==> config.mk <==
export PLATFORM = sky130hd
export DESIGN_NAME = pcie4_cfg_msix_req_arb
export DESIGN_NICKNAME = d
export VERILOG_FILES = /design/src/rtl/pcie4_cfg_msix_req_arb.sv
export SDC_FILE = /design/constraint.sdc
export NUM_CORES = 1
export LEC_CHECK = 0
export ABC_CLOCK_PERIOD_IN_PS = 7100
export BUFFER_PORTS_ARGS = -buffer_cell sky130_fd_sc_hd__buf_2
export CAP_MARGIN = 10
export CORE_MARGIN = 2
export CORE_UTILIZATION = 25
export CTS_CLUSTER_SIZE = 10
export DETAILED_ROUTE_END_ITERATION = 7
export PLACE_DENSITY = 0.57
export SYNTH_ARGS = -nofsm -noshare
export SYNTH_HDL_FRONTEND = slang
export SYNTH_SLANG_ARGS = --single-unit
export TNS_END_PERCENT = 5
==> constraint.sdc <==
create_clock -name aclk -period 7.1 [get_ports aclk]
set_input_delay 0.71 -clock aclk [delete_from_list [all_inputs] [get_ports aclk]]
set_output_delay 0.71 -clock aclk [all_outputs]
set_load 0.02 [all_outputs]
==> src/rtl/pcie4_cfg_msix_req_arb.sv <==
// ============================================================================
// Module   : pcie4_cfg_msix_req_arb
// Brief    : Round-robin arbiter that funnels per-channel MSI-X requests into
//            the single PCIe core interrupt port, with retry and timeout.
// Revision : 1.0 - initial release
// ============================================================================
`default_nettype none

module pcie4_cfg_msix_req_arb #(
    parameter int C_NUM_CHANNELS    = 4,
    parameter int C_FUNCTION_NUMBER = 0,
    parameter int C_MAX_RETRY       = 3,
    parameter int C_TIMEOUT_CYCLES  = 1024
) (
    input  logic                           aclk,
    input  logic                           aresetn,
    input  logic [C_NUM_CHANNELS-1:0]      s_req,
    input  logic [C_NUM_CHANNELS*64-1:0]   s_address,
    input  logic [C_NUM_CHANNELS*32-1:0]   s_data,
    output logic [C_NUM_CHANNELS-1:0]      s_ack,
    output logic [C_NUM_CHANNELS-1:0]      s_err,
    input  logic                           m_enable,
    input  logic                           m_mask,
    output logic                           m_int_vector,
    output logic [63:0]                    m_address,
    output logic [31:0]                    m_data,
    output logic [7:0]                     m_function_number,
    input  logic                           m_sent,
    input  logic                           m_fail
);

    localparam int C_IDX_W = (C_NUM_CHANNELS > 1) ? $clog2(C_NUM_CHANNELS) : 1;

    typedef enum logic [1:0] {
        ST_IDLE  = 2'd0,
        ST_ISSUE = 2'd1,
        ST_WAIT  = 2'd2
    } state_t;

    state_t                      r_state;
    logic [C_NUM_CHANNELS-1:0]   r_pending;
    logic [C_IDX_W-1:0]          r_ptr;
    logic [C_IDX_W-1:0]          r_grant;
    logic                        r_repeat;
    logic [3:0]                  r_retry;
    logic [15:0]                 r_timer;

    logic [C_NUM_CHANNELS-1:0]   w_rot;
    logic                        w_found;
    logic [C_IDX_W-1:0]          w_off;
    logic [C_IDX_W:0]            w_sum;
    logic [C_IDX_W-1:0]          w_grant;
    logic [C_IDX_W-1:0]          w_next_ptr;
    logic [C_NUM_CHANNELS-1:0]   w_grant_oh;
    logic                        w_go;
    logic                        w_timeout;
    logic                        w_can_retry;
    logic                        w_done;
    logic [C_NUM_CHANNELS-1:0]   w_pend_clr;

    assign m_function_number = 8'(C_FUNCTION_NUMBER);

    // Rotate pending so that bit 0 is the channel where the search starts.
    assign w_rot = C_NUM_CHANNELS'({r_pending, r_pending} >> r_ptr);

    always_comb begin
        w_found = 1'b0;
        w_off   = '0;
        for (int i = C_NUM_CHANNELS - 1; i >= 0; i--) begin
            if (w_rot[i]) begin
                w_found = 1'b1;
                w_off   = C_IDX_W'(i);
            end
        end
    end

    assign w_sum      = {1'b0, r_ptr} + {1'b0, w_off};
    assign w_grant    = (w_sum >= (C_IDX_W+1)'(C_NUM_CHANNELS))
                      ? C_IDX_W'(w_sum - (C_IDX_W+1)'(C_NUM_CHANNELS))
                      : w_sum[C_IDX_W-1:0];
    assign w_next_ptr = (w_grant == C_IDX_W'(C_NUM_CHANNELS - 1))
                      ? '0 : w_grant + C_IDX_W'(1);
    assign w_grant_oh = C_NUM_CHANNELS'(1) << r_grant;

    assign w_go        = w_found && m_enable && !m_mask;
    assign w_timeout   = (r_timer >= 16'(C_TIMEOUT_CYCLES - 1));
    assign w_can_retry = (r_retry < 4'(C_MAX_RETRY)) && m_enable && !m_mask;
    assign w_done      = (r_state == ST_WAIT) &&
                         (m_sent || ((m_fail || w_timeout) && !w_can_retry));
    // A request seen for the in-service channel keeps its pending bit alive.
    assign w_pend_clr  = (w_done && !r_repeat) ? w_grant_oh : '0;

    always_ff @(posedge aclk or negedge aresetn) begin
        if (!aresetn) begin
            r_state      <= ST_IDLE;
            r_pending    <= '0;
            r_ptr        <= '0;
            r_grant      <= '0;
            r_repeat     <= 1'b0;
            r_retry      <= '0;
            r_timer      <= '0;
            m_int_vector <= 1'b0;
            s_ack        <= '0;
            s_err        <= '0;
            m_address    <= '0;
            m_data       <= '0;
        end else begin
            s_ack     <= '0;
            s_err     <= '0;
            r_pending <= (r_pending & ~w_pend_clr) | s_req;

            if (r_state == ST_IDLE) begin
                r_repeat <= 1'b0;
            end else if ((s_req & w_grant_oh) != '0) begin
                r_repeat <= 1'b1;
            end

            case (r_state)
                ST_IDLE: begin
                    if (w_go) begin
                        r_grant      <= w_grant;
                        r_ptr        <= w_next_ptr;
                        m_address    <= s_address[w_grant*64 +: 64];
                        m_data       <= s_data[w_grant*32 +: 32];
                        m_int_vector <= 1'b1;
                        r_state      <= ST_ISSUE;
                    end
                end
                ST_ISSUE: begin
                    m_int_vector <= 1'b0;
                    r_timer      <= '0;
                    r_state      <= ST_WAIT;
                end
                ST_WAIT: begin
                    if (r_timer != 16'hFFFF) begin
                        r_timer <= r_timer + 16'd1;
                    end
                    if (m_sent) begin
                        s_ack   <= w_grant_oh;
                        r_retry <= '0;
                        r_state <= ST_IDLE;
                    end else if (m_fail || w_timeout) begin
                        if (w_can_retry) begin
                            r_retry      <= r_retry + 4'd1;
                            m_int_vector <= 1'b1;
                            r_state      <= ST_ISSUE;
                        end else begin
                            s_err   <= w_grant_oh;
                            r_retry <= '0;
                            r_state <= ST_IDLE;
                        end
                    end
                end
                default: begin
                    m_int_vector <= 1'b0;
                    r_state      <= ST_IDLE;
                end
            endcase
        end
    end

endmodule

`default_nettype wire

# == Word level (Yosys, flattened, before mapping) ==
# Index checks and enable logic that the tools add are counted.
# word_totals
inputBits,394
word_cells,94
output_inout_bits,113
register_bits,136
# op_classes
n_reduce_logical,22
n_mux,34
shifts,4
n_bitwise,4
addsub,5
n_lt_le_gt_ge,3
n_eq_ne,10
# ops
op,n
256-bit by 9-bit indexed part select with 64-bit output,1
128-bit by 8-bit indexed part select with 32-bit output,1
4-bit two-way mux,10
16-bit one-hot mux with 2 select lines,1
2-bit two-way mux,9
16-bit by 1-bit adder with 16-bit output (second input constant),1
16-bit by 10-bit greater-or-equal comparator with 1-bit output (second input constant),1
16-bit two-way mux,1
16-bit != test (second input constant),1
1-bit two-way mux,11
4-bit AND,2
2-bit AND reduction,4
8-bit by 2-bit right shift with 4-bit output,1
1-bit logical AND,7
2-bit != test (second input constant),3
2-bit one-hot mux with 3 select lines,1
2-bit nonzero test,3
4-bit by 1-bit adder with 4-bit output (second input constant),1
2-bit == test (second input constant),2
4-bit by 2-bit < comparator with 1-bit output (second input constant),1
2-bit by 1-bit != test with 1-bit output (second input constant),2
4-bit NOT,1
4-bit bitwise OR,1
4-bit AND reduction,1
other kinds (12),15

# == Depth between registers and ports, before layout ==
# Gate-level depths: netlist of the first run.
# depth
ltp_word,12
depth_mapped,12
ltp_nobuf,9

# == Worst setup path after synthesis of the first run ==
# OpenSTA, ideal clock, no wires.
# synth_timing
kind,flip-flop to flip-flop
from,register r_ptr[0]
to,register m_address[45]
arrival_ns,2.750
stages_incl_launch_ff,12
n_path_buf,5
path_slack_ns,4.254
setup_time_ns,0.095
synth_period_minus_slack_ns,2.846
required_time_ns,7.005
cell_sequence,dfrtp_1 buf_2 nor2b_1 a221oi_1 o21ai_0 ha_1 buf_2 clkbuf_1 clkbuf_1 clkbuf_1 a221oi_1 o31ai_1
# synth_between
elab_chain_len,9
word_cells_on_any_way,17
classes_between,add/sub (2); order compare (1); shift (2); mux (9); reduce/logical (3)
# synth_rtl
element,line,source
from (decl),42,logic [C_IDX_W-1:0] r_ptr;
from (signal assigned),122,r_ptr <= w_next_ptr;
8-bit by 2-bit right shift with 4-bit output,64,"assign w_rot = C_NUM_CHANNELS'({r_pending, r_pending} >> r_ptr);"
2-bit two-way mux (4 in series),70,if (w_rot[i]) begin
2-bit by 2-bit adder with 3-bit output *,77,"assign w_sum = {1'b0, r_ptr} + {1'b0, w_off};"
3-bit greater-or-equal comparator / 2-bit by 1-bit subtractor with 2-bit output (equally long branches),"78, 79",
2-bit two-way mux *,79,? C_IDX_W'(w_sum - (C_IDX_W+1)'(C_NUM_CHANNELS))
via w_grant[0],52,logic [C_IDX_W-1:0] w_grant;
256-bit by 9-bit indexed part select with 64-bit output *,123,m_address <= s_address[w_grant*64 +: 64];
to (signal assigned),123,
to (decl),25,"output logic [63:0] m_address,"
# The timed path passes the listed nets; every way through them passes the cells marked *.
# A chain may end at the register's enable or synchronous reset.

# == Final worst setup path of the first run ==
# layout_timing
from,register r_ptr[0]
to,register m_data[5]
# layout_between
elab_chain_len,9
word_cells_on_any_way,17
classes_between,add/sub (2); order compare (1); shift (2); mux (9); reduce/logical (3)
# layout_rtl
element,line,source
8-bit by 2-bit right shift with 4-bit output,64,
2-bit two-way mux (4 in series),70,
2-bit by 2-bit adder with 3-bit output *,77,
3-bit greater-or-equal comparator / 2-bit by 1-bit subtractor with 2-bit output (equally long branches),"78, 79",
2-bit two-way mux *,79,
via w_grant[0],52,
128-bit by 8-bit indexed part select with 32-bit output *,124,m_data <= s_data[w_grant*32 +: 32];
to (signal assigned),124,
to (decl),26,"output logic [31:0] m_data,"
# Marked as above.

==> results of run 1 <==
routing by layer:
metal / vias up / wire length (µm) / part of all wire [%]
met2: 410 / 17100 / 49
met1: 4672 / 14700 / 42
met4: 2 / 750 / 2.1
met3: 51 / 2510 / 7.2
li1: 4697 / - / -
met5: - / 11 / 0.031
power by group through the flow:
stage	combinational [mW]	clock, mW	sequential [mW]
2_1_floorplan	2.01	0	1.53
3_3_place_gp	3.12	0	1.25
3_5_place_dp	3.16	0	1.26
4_1_cts	3.16	0.979	1.25
5_1_grt	3.47	1.01	1.29
6_report	3.15	0.951	1.25
path summary, 6_finish.rpt:
path | endpoint | startpoint | slack, ns
worst min-delay path | r_timer[4] | aresetn | 0.29
worst max register to register | m_data[5] | r_ptr[0] | 3.45
max in group asynchronous | m_address[22] | aresetn | 5.46
worst max-delay path | m_data[5] | r_ptr[0] | 3.45
min in group aclk | r_pending[1] | s_req[1] | 0.46
worst min register to register | m_address[43] | m_address[43] | 0.47
synthesized netlist by cell type, types with 10 or more instances:
cell type | n | area [µm²]
nor2b_1 | 195 | 1220
o31ai_1 | 100 | 751
nand2_1 | 116 | 435
nor2_1 | 22 | 82.6
buf_2 | 24 | 120
o21ai_0 | 11 | 55.1
buf_4 | 11 | 82.6
dfrtp_1 | 136 | 3400
clkbuf_1 | 82 | 308
a221oi_2 | 11 | 165
nand3_1 | 10 | 50.1
a221oi_1 | 86 | 753
a2111oi_0 | 96 | 841
cell usage in the layout (no fill, tap or decap), drive strengths merged, types with 6 or more instances in the layout:
| master | Yosys | final |
|---|---|---|
| a21oi | 9 | 9 |
| nor3 | 10 | 10 |
| conb | 1 | 8 |
| nand3 | 10 | 10 |
| buf | 43 | 510 |
| dfrtp | 136 | 136 |
| nor2b | 195 | 195 |
| o31ai | 100 | 100 |
| a2111oi | 97 | 97 |
| clkbuf | 83 | 18 |
| nand2 | 116 | 116 |
| nor2 | 22 | 22 |
| o21ai | 12 | 12 |
| a221oi | 97 | 97 |
| nor4 | 6 | 6 |
| inv | 6 | 13 |
metrics by stage:
step	hold WS (ns)	cell area [µm²]	total power, mW	std cells
finish	0.286	12400	5.35	1898
global route	0.327	12400	5.78	1895
CTS	0.307	12400	5.39	1894
detailed placement	0.460	11800	4.41	1862
global placement	0.458	11800	4.38	1862
floorplan	0.414	9150	3.54	1017
registers in the layout, summed over array words and instances (netlist names), 4 cells and up:
register and flops:
m_data 32, r_timer 16, s_ack 4, s_err 4, r_pending 4, m_address 64
r_retry 4
cells by family (layout without fill, tap and decap cells):
family          count (synthesis)  count (layout)
xor+xnor                        5               5
fa+ha+maj                       3               3
buf+inv                       132             548
compound gates                341             341
simple gates                  384             384
other cells                     1              12
flops                         136             136
mux                             8               8
worst register-to-register path: stages, from the launching register on:
cell and delay, ns:
dfrtp_1 0.51, nor2b_1 0.20, a221oi_1 0.27, o21ai_0 0.17, ha_4 0.47, buf_4 0.73, nor2b_1 0.17, a2111oi_0 0.87
o31ai_1 0.12
final cells by class:
class	count	area (µm²)	area share [%]
Clock buffer	18	429	3.46
Antenna cell	4	10.0	0.0806
Sequential cell	136	3400	27.4
Multi-Input combinational cell	749	5180	41.7
Timing Repair Buffer	510	2610	21.1
Clock inverter	14	184	1.48
Inverter	6	22.5	0.181
Tap cell	461	577	4.65
==> out/metrics.csv, run 1 <==
metric;value;unit
outcome;completed;
I/O Buffers;498;
Top FF cell, synth;dfrtp_1;
Setup crit start kind;flop;
sw frac;49.5;%
Sink Count;136;
crit path kind;flop to flop;
final core utilization;34.7;%
Seq/Total Area, Yosys;37.3;%
largest net degree at the start of global routing;270;
Final setup viols;0;
met2 usage;29.7;%
Initial Util;25.5;%
Area growth, synth to finish;36.2;%
TritonCTS clock tree;yes;
RSZ-0062 raised after global routing;false;
worst clock skew;0.0132;ns
DR WL/cell;18.5;µm
Post-Synth Simple-Gate Area;22.6;%
most frequent CP cell;nor2b_1;
final WL;35100;µm
antenna viol nets, final;0;
cell leakage power;5.64;nW
clock buffer depth;2;
max cap viols;0;
# hold bufs at CTS;0;
combinational share of power;58.8;%
Slew headroom;5.93;%
Clock Latency Late Sink;0.44;ns
Final Net Count;1817;
final worst slack;3.45;ns
Hold Vio Cnt, Final;0;
antenna violations before repair;5;
Buf/Inv on CP;1;
layout cell share with drive strength beyond 1;39.3;%
Worst EP arrival;3.93;ns
Pint;2.70;mW
Placer Congestion;0.865;
Setup crit end kind;flop;
mux contribution to synthesized area;1.10;%
Filler cells;3800;
Final Critical Period;3.65;ns
Final Cycle Share;51.4;%
Worst path slowest cell;a2111oi_0;
number of flops mapped to enable cells by yosys;0;
Worst EP required;7.38;ns
setup bufs post-CTS;0;
Compound-Gate Fraction of Synth Area;31.3;%
post-cts resize count;0;
Seq cells post-synth;136;
I/O Pins;507;
syn avg cell area;9.03;µm²
Critical Path Fanout Max;96;
P per Cell Area;431;nW/µm²
via count;9832;
crit-path cells;nor2b_1 -> a221oi_1 -> o21ai_0 -> ha_4 -> buf_4 -> nor2b_1 -> a2111oi_0 -> o31ai_1;
global-route wire length before repair;53000;µm
global-route usage over all layers;17.6;%
main combinational cell family by area after synthesis;compound AO/OA/AOI/OAI gates;
busiest metal layer after global routing;met2;
Post-synth ARST share;100;%
GR Util met3;4.63;%
Max VDD drop;0.000659;V
Fmax;0.274;GHz
Reg power frac;23.4;%
Die Wd;195;µm
Avg Vias per Cell;5.18;
CTS H-Tree Depth;4;
NetSw;2.65;mW
CTS root buf;clkbuf_16;
Global Route met1 Usage;22.0;%
clock buffers created by TritonCTS;17;
pre-CTS setup slack;3.56;ns
Ys Warns;0;
Tightest Pin Transition;1.41;ns
die area;38000;µm²
cells after synthesis;1010;
Hold Path Class;primary input to asynchronous set/reset pin;
die height;195;µm
Clock power frac;17.8;%
vias in the first global route;9404;
Std-Cell Rows;69;
Critical Path Max Stage Delay;0.87;ns
R2R cell count;8;
post-synthesis cell area;9120;µm²
Post-Synth XOR/XNOR Area;0.480;%
CP Depth;8;
Core Area;35700;µm²
DRC Markers;0;
Adder-Cell Fraction of Synth Area;0.412;%
Worst path top cell family by delay;compound AO/OA/AOI/OAI gates;
drt pass-1 iters;7;
Setup TNS;0;ns
GRT overflow;0;
fin. max-slew vios;0;
post-DP HPWL;25500;µm
Worst-path clk slew;0.07;ns
Initial DRC Count;485;
Yosys cell types;57;
(Power assumes the default switching activity.)
==> run 2, diff against run 1 <==
--- a/config.mk
+++ b/config.mk
@@ -5,14 +5,14 @@
 export SDC_FILE = /design/constraint.sdc
 export NUM_CORES = 1
 export LEC_CHECK = 0
-export ABC_CLOCK_PERIOD_IN_PS = 7100
+export ABC_CLOCK_PERIOD_IN_PS = 3300
 export BUFFER_PORTS_ARGS = -buffer_cell sky130_fd_sc_hd__buf_2
 export CAP_MARGIN = 10
 export CORE_MARGIN = 2
 export CORE_UTILIZATION = 25
 export CTS_CLUSTER_SIZE = 10
 export DETAILED_ROUTE_END_ITERATION = 7
-export PLACE_DENSITY = 0.57
+export PLACE_DENSITY = 0.59
 export SYNTH_ARGS = -nofsm -noshare
 export SYNTH_HDL_FRONTEND = slang
 export SYNTH_SLANG_ARGS = --single-unit
==> constraint.sdc (replaced) <==
create_clock -name aclk -period 3.3 [get_ports aclk]
set_input_delay 0.33 -clock aclk [delete_from_list [all_inputs] [get_ports aclk]]
set_output_delay 0.33 -clock aclk [all_outputs]
set_load 0.02 [all_outputs]
==> run 2 against run 1 <==
  * Final area up 2.9%
  * Non-clock buffer count grew 29
  * Register-to-register slack got worse by 3.2 ns
  * Clock skew increased by 0.0013 ns
  * Power increased by 130%
  * Fmax is 20% higher
  * Worst setup slack got worse by 3.2 ns
  * Clock-buffer cell count up 1
  * Final cell count increased by 1.6%
  * Critical endpoint is now m_address[37]
  * Highest routed layer unchanged
==> out/metrics.csv, run 2 (synthesis gave the netlist of run 1 again) <==
metric;value;unit
largest net degree at the start of global routing;73;
antenna violations before repair;9;
Critical Path Fanout Max;37;
worst r2r src;r_pending[3];
antenna viol nets, final;0;
Max VDD drop;0.000684;V
clock buffer depth;2;
die height;195;µm
outcome;completed;
Sink Count;136;
Initial Util;25.5;%
fin. max-slew vios;0;
Min-Delay Startpoint;s_req[2];
I/O Pins;507;
post-cts resize count;0;
flop-to-flop setup slack;0.26;ns
Die Wd;195;µm
Min Hold Slack;0.115;ns
global-route usage over all layers;17.9;%
r2r endpoint;m_address[37];
Slew headroom;51.6;%
Std-Cell Rows;69;
post-DP HPWL;26800;µm
Met3 Routed Length;2260;µm
R2R cell count;10;
Tightest Pin Transition;0.726;ns
Reg power frac;22.4;%
via count;9833;
CTS H-Tree Depth;4;
Largest Register;m_address;
TritonCTS clock tree;yes;
Fmax;0.329;GHz
Area growth, synth to finish;40.1;%
final core utilization;35.8;%
global-route wire length before repair;53600;µm
Pint;6.29;mW
final WL;35400;µm
Clock power frac;15.9;%
GRT overflow;0;
sw frac;48.0;%
I/O Buffers;498;
M1 wire length;15000;µm
Met2 Routed Length;17300;µm
layout cell share with drive strength beyond 1;40.3;%
drt pass-1 iters;5;
hold path endpoint;r_pending[2];
pre-CTS setup slack;0.281;ns
Worst-path clk slew;0.06;ns
combinational share of power;61.7;%
top flop regs;m_address (64), m_data (32), r_timer (16);
crit path kind;flop to flop;
vias in the first global route;9509;
Largest register FFs;64;
commonest non-fill, non-tap cell in the layout;buf_2;
Worst EP arrival;3.32;ns
cell leakage power;5.82;nW
Worst Hold Depth;2;
top routing layer used;met5;
Critical Path Max Stage Delay;0.45;ns
worst clock skew;0.0145;ns
Final Critical Period;3.04;ns
RSZ-0062 raised after global routing;false;
Worst path slowest cell;dfrtp_1;
Core Area;35700;µm²
DR WL/cell;18.3;µm
DRC Markers;0;
Setup crit start kind;flop;
Setup TNS;0;ns
Clock Latency Late Sink;0.43;ns
Avg Vias per Cell;5.10;
Worst EP required;3.58;ns
Placer Congestion;0.851;
max cap viols;0;
Final Cycle Share;92.2;%
CTS root buf;clkbuf_16;
final worst slack;0.256;ns
Hold Path Class;primary input to flop;
Final setup viols;0;
Final Net Count;1846;
crit-path cells;inv_1 -> o311a_1 -> o21ai_0 -> ha_4 -> xor2_1 -> a21oi_4 -> buf_12 -> buf_4 -> a2111oi_0 -> o31ai_1;
commonest non-fill, non-tap cells in the layout;buf_2 (497), nor2b_1 (195), dfrtp_1 (136);
P per Cell Area;945;nW/µm²
Tot Pwr;12.1;mW
Setup crit end kind;flop;
clock buffers created by TritonCTS;17;
NetSw;5.80;mW
die area;38000;µm²
Initial DRC Count;476;
Hold Vio Cnt, Final;0;
## run 2: cell count changes in the layout (fill, tap and decap cells not counted), sizes merged
cell	delta
diode	+3
dlygate4sd3	+1
buf	+28
bufinv	-1
clkinvlp	+2
inv	-2
clkbuf	+1
clkinv	-1
## run 2: area by class of cell
class / instances / area, µm²
fill: 3769 / 23000
sequential: 136 / 3400
clock buffer: 19 / 433
antenna: 7 / 17.5
timing repair buffer: 539 / 3010
clock inverter: 12 / 140
tap: 461 / 577
inverter: 6 / 22.5
multi-input combinational: 749 / 5180
## run 2: critical path, delay by kind of cell (launching register included)
kind                     cells  cell delay, ns
AO/OA/AOI/OAI                5            1.35
XOR/XNOR                     1            0.37
adder cells (fa/ha/maj)      1            0.20
buffers and inverters        3            0.48
flip-flops                   1            0.45
## run 2: worst max path at each step
stage	start	end	slack, ns	cells after the start
after CTS	r_pending[3]	m_address[37]	0.28	10
after global placement	r_ptr[0]	m_data[11]	0.33	10
after global routing	r_ptr[0]	m_address[4]	0.02	9
after floorplan	r_ptr[0]	m_address[45]	0.45	11
after detailed placement	r_pending[3]	m_address[37]	0.28	10
final	r_pending[3]	m_address[37]	0.26	10
## run 2: what timing repair did
item,4_1_cts,5_1_grt
endpoints found under the hold margin,67,0
setup buffers,0,0
hold buffers,1,0
## run 2: metal layers
metal | up-vias | track usage, %
li1 | 4756 | -
met1 | 4661 | 22.5
met2 | 372 | 30.6
met3 | 42 | 3.96
met4 | 2 | 5.63
met5 | - | 0
## run 2: power groups by stage
| stage | Combinational [mW] | Sequential [mW] | Clock (mW) |
|---|---|---|---|
| 2_1_floorplan | 4.32 | 3.30 | 0 |
| 3_3_place_gp | 7.45 | 2.70 | 0 |
| 3_5_place_dp | 7.50 | 2.72 | 0 |
| 4_1_cts | 7.53 | 2.71 | 1.99 |
| 5_1_grt | 8.21 | 2.79 | 2.07 |
| 6_report | 7.45 | 2.71 | 1.92 |
## run 2: per-stage QoR
stage | cell area (µm²) | std cells
3_3_place_gp | 12200 | 1890
6_report | 12800 | 1929
5_1_grt | 12800 | 1927
3_5_place_dp | 12200 | 1890
2_1_floorplan | 9150 | 1017
4_1_cts | 12800 | 1922
==> run 3, diff against run 2 <==
--- a/config.mk
+++ b/config.mk
@@ -8,7 +8,7 @@
 export ABC_CLOCK_PERIOD_IN_PS = 3300
 export BUFFER_PORTS_ARGS = -buffer_cell sky130_fd_sc_hd__buf_2
 export CAP_MARGIN = 10
-export CORE_MARGIN = 2
+export CORE_MARGIN = 3
 export CORE_UTILIZATION = 25
 export CTS_CLUSTER_SIZE = 10
 export DETAILED_ROUTE_END_ITERATION = 7
==> run 3 against run 2 <==
  * Final cell count shrank 0.41%
  * Flip-flop and latch count is the same
  * Worst setup slack lost 0.027 ns
  * Critical path depth shrank 1
  * Clock-buffer cell count unchanged
  * Die area is 2.1% higher
  * Clock skew fell by 0.0058 ns
  * Sequential power about the same
  * Global-route usage increased by 0.20 points
  * Sequential share of layout area grew 0.097 points
  * Non-clock buffer count shrank 7
  * Critical path type unchanged
  * Largest cell class unchanged
==> out/metrics.csv, run 3 (synthesis gave the netlist of run 1 again) <==
metric;value;unit
CTS H-Tree Depth;4;
antenna violations before repair;10;
GR Util met3;4.96;%
drt pass-1 iters;5;
Global Route met1 Usage;22.3;%
cell leakage power;5.80;nW
DRC Markers;0;
Min Hold Slack;0.0883;ns
Layout Cell Area excl Fill;12700;µm²
Final Cycle Share;93.1;%
busiest metal layer after global routing;met2;
final cell count without fillers;1921;
sw frac;48.1;%
Pint;6.28;mW
P per Cell Area;950;nW/µm²
top flop regs;m_address (64), m_data (32), r_timer (16);
Setup crit start kind;flop;
RSZ-0062 raised after global routing;false;
TritonCTS clock tree;yes;
Largest register FFs;64;
Initial DRC Count;634;
r2r endpoint;m_address[36];
antenna viol nets, final;0;
CTS root buf;clkbuf_16;
hold path endpoint;r_pending[1];
Worst EP required;3.60;ns
fin. max-slew vios;0;
Max VDD drop;0.000564;V
die area;38800;µm²
Reg power frac;22.3;%
commonest non-fill, non-tap cell in the layout;buf_2;
Setup TNS;0;ns
clock buffers created by TritonCTS;17;
Die Wd;197;µm
Final Critical Period;3.07;ns
NetSw;5.81;mW
Sink Count;136;
Setup crit end kind;flop;
Clock Latency Late Sink;0.44;ns
Final Net Count;1839;
worst clock skew;0.00872;ns
max cap viols;0;
largest net degree at the start of global routing;103;
Initial Util;25.5;%
GRT overflow;0;
global-route usage over all layers;18.1;%
Core Area;35700;µm²
setup bufs post-CTS;0;
outcome;completed;
Worst-path clk slew;0.06;ns
crit path kind;flop to flop;
Avg Vias per Cell;5.19;
die height;197;µm
vias in the first global route;9637;
Slew headroom;47.7;%
I/O Pins;507;
Final setup viols;0;
commonest non-fill, non-tap cells in the layout;buf_2 (497), nor2b_1 (195), dfrtp_1 (136);
R2R cell count;9;
combinational share of power;60.3;%
Tightest Pin Transition;0.784;ns
via count;9966;
Worst Hold Depth;2;
I/O Buffers;498;
met2 usage;30.2;%
global-route wire length before repair;54900;µm
Hold Vio Cnt, Final;0;
DR WL/cell;19.2;µm
Fmax;0.326;GHz
Std-Cell Rows;69;
clock buffer depth;2;
Largest Register;m_address;
Placed Area;12100;µm²
final WL;36800;µm
Area growth, synth to finish;39.6;%
Clock power frac;17.4;%
post-DP HPWL;27300;µm
flop-to-flop setup slack;0.23;ns
layout cell share with drive strength beyond 1;40.1;%
Critical Path Fanout Max;28;
Hold Path Class;primary input to flop;
Placed Cells;1883;
Placer Congestion;0.943;
Min-Delay Startpoint;s_req[1];
worst r2r src;r_ptr[0];
Worst EP arrival;3.37;ns
-- run 3: cell count changes in the layout (fill, tap and decap cells not counted) --
cell       before  now
inv_6           5    3
clkbuf_8        0    1
buf_4          24   21
bufinv_16       2    4
clkinv_4        1    2
diode_2         7    5
clkbuf_1        2    1
buf_12         16   12
-- run 3: repair_timing --
item                       CTS  global route
setup endpoints to repair    0             0
hold buffers                 1             0
hold endpoints to repair    75             0
resized for setup            0             0
-- run 3: cell type report --
class	instances	area, µm²
Tap cell	461	577
Inverter	6	22.5
Multi-Input combinational cell	749	5180
Antenna cell	5	12.5
Clock buffer	19	443
Clock inverter	13	191
Fill cell	3750	23000
Sequential cell	136	3400
Timing Repair Buffer	532	2910
-- run 3: worst max-delay path, cell delays in order, from the launching register on --
cell	delay, ns
dfrtp_1	0.47
nor2b_1	0.17
a221oi_1	0.29
o21ai_0	0.18
ha_4	0.20
xnor2_1	0.37
o21ai_4	0.31
buf_4	0.36
a221oi_2	0.45
o31ai_1	0.12
-- run 3: worst max path at each step --
stage               slack, ns            end  depth (start not counted)    startpoint
floorplan                0.45  m_address[45]                         11      r_ptr[0]
global placement         0.30      m_data[6]                          8  r_pending[2]
detailed placement       0.27      m_data[6]                          8  r_pending[2]
CTS                      0.26      m_data[5]                         10      r_ptr[0]
global route              0.1  m_address[47]                          9      r_ptr[0]
finish                   0.23  m_address[36]                          9      r_ptr[0]
-- run 3: power groups by stage --
| stage | Sequential [mW] | Combinational, mW | Clock (mW) |
|---|---|---|---|
| finish | 2.70 | 7.30 | 2.10 |
| global route | 2.79 | 8.04 | 2.25 |
| CTS | 2.70 | 7.34 | 2.18 |
| detailed placement | 2.72 | 7.34 | 0 |
| global placement | 2.71 | 7.24 | 0 |
| floorplan | 3.30 | 4.32 | 0 |
-- run 3: layer usage --
metal | up-vias | part of all wire (%) | routed length (µm)
met1 | 4721 | 41 | 15000
met4 | 8 | 3.1 | 1140
met5 | - | 0.15 | 57
met3 | 66 | 7.4 | 2730
li1 | 4738 | - | -
met2 | 433 | 49 | 17900
-- run 3: through the flow --
stage                     power (mW)  setup slack (ns)  utilization (%)
after global placement          9.94             0.297             33.8
after detailed placement        10.1             0.273             33.8
after global routing            13.1            0.0984             35.6
final                           12.1             0.229             35.6
after CTS                       12.2             0.262             35.6
after floorplan                 7.62             0.454                -
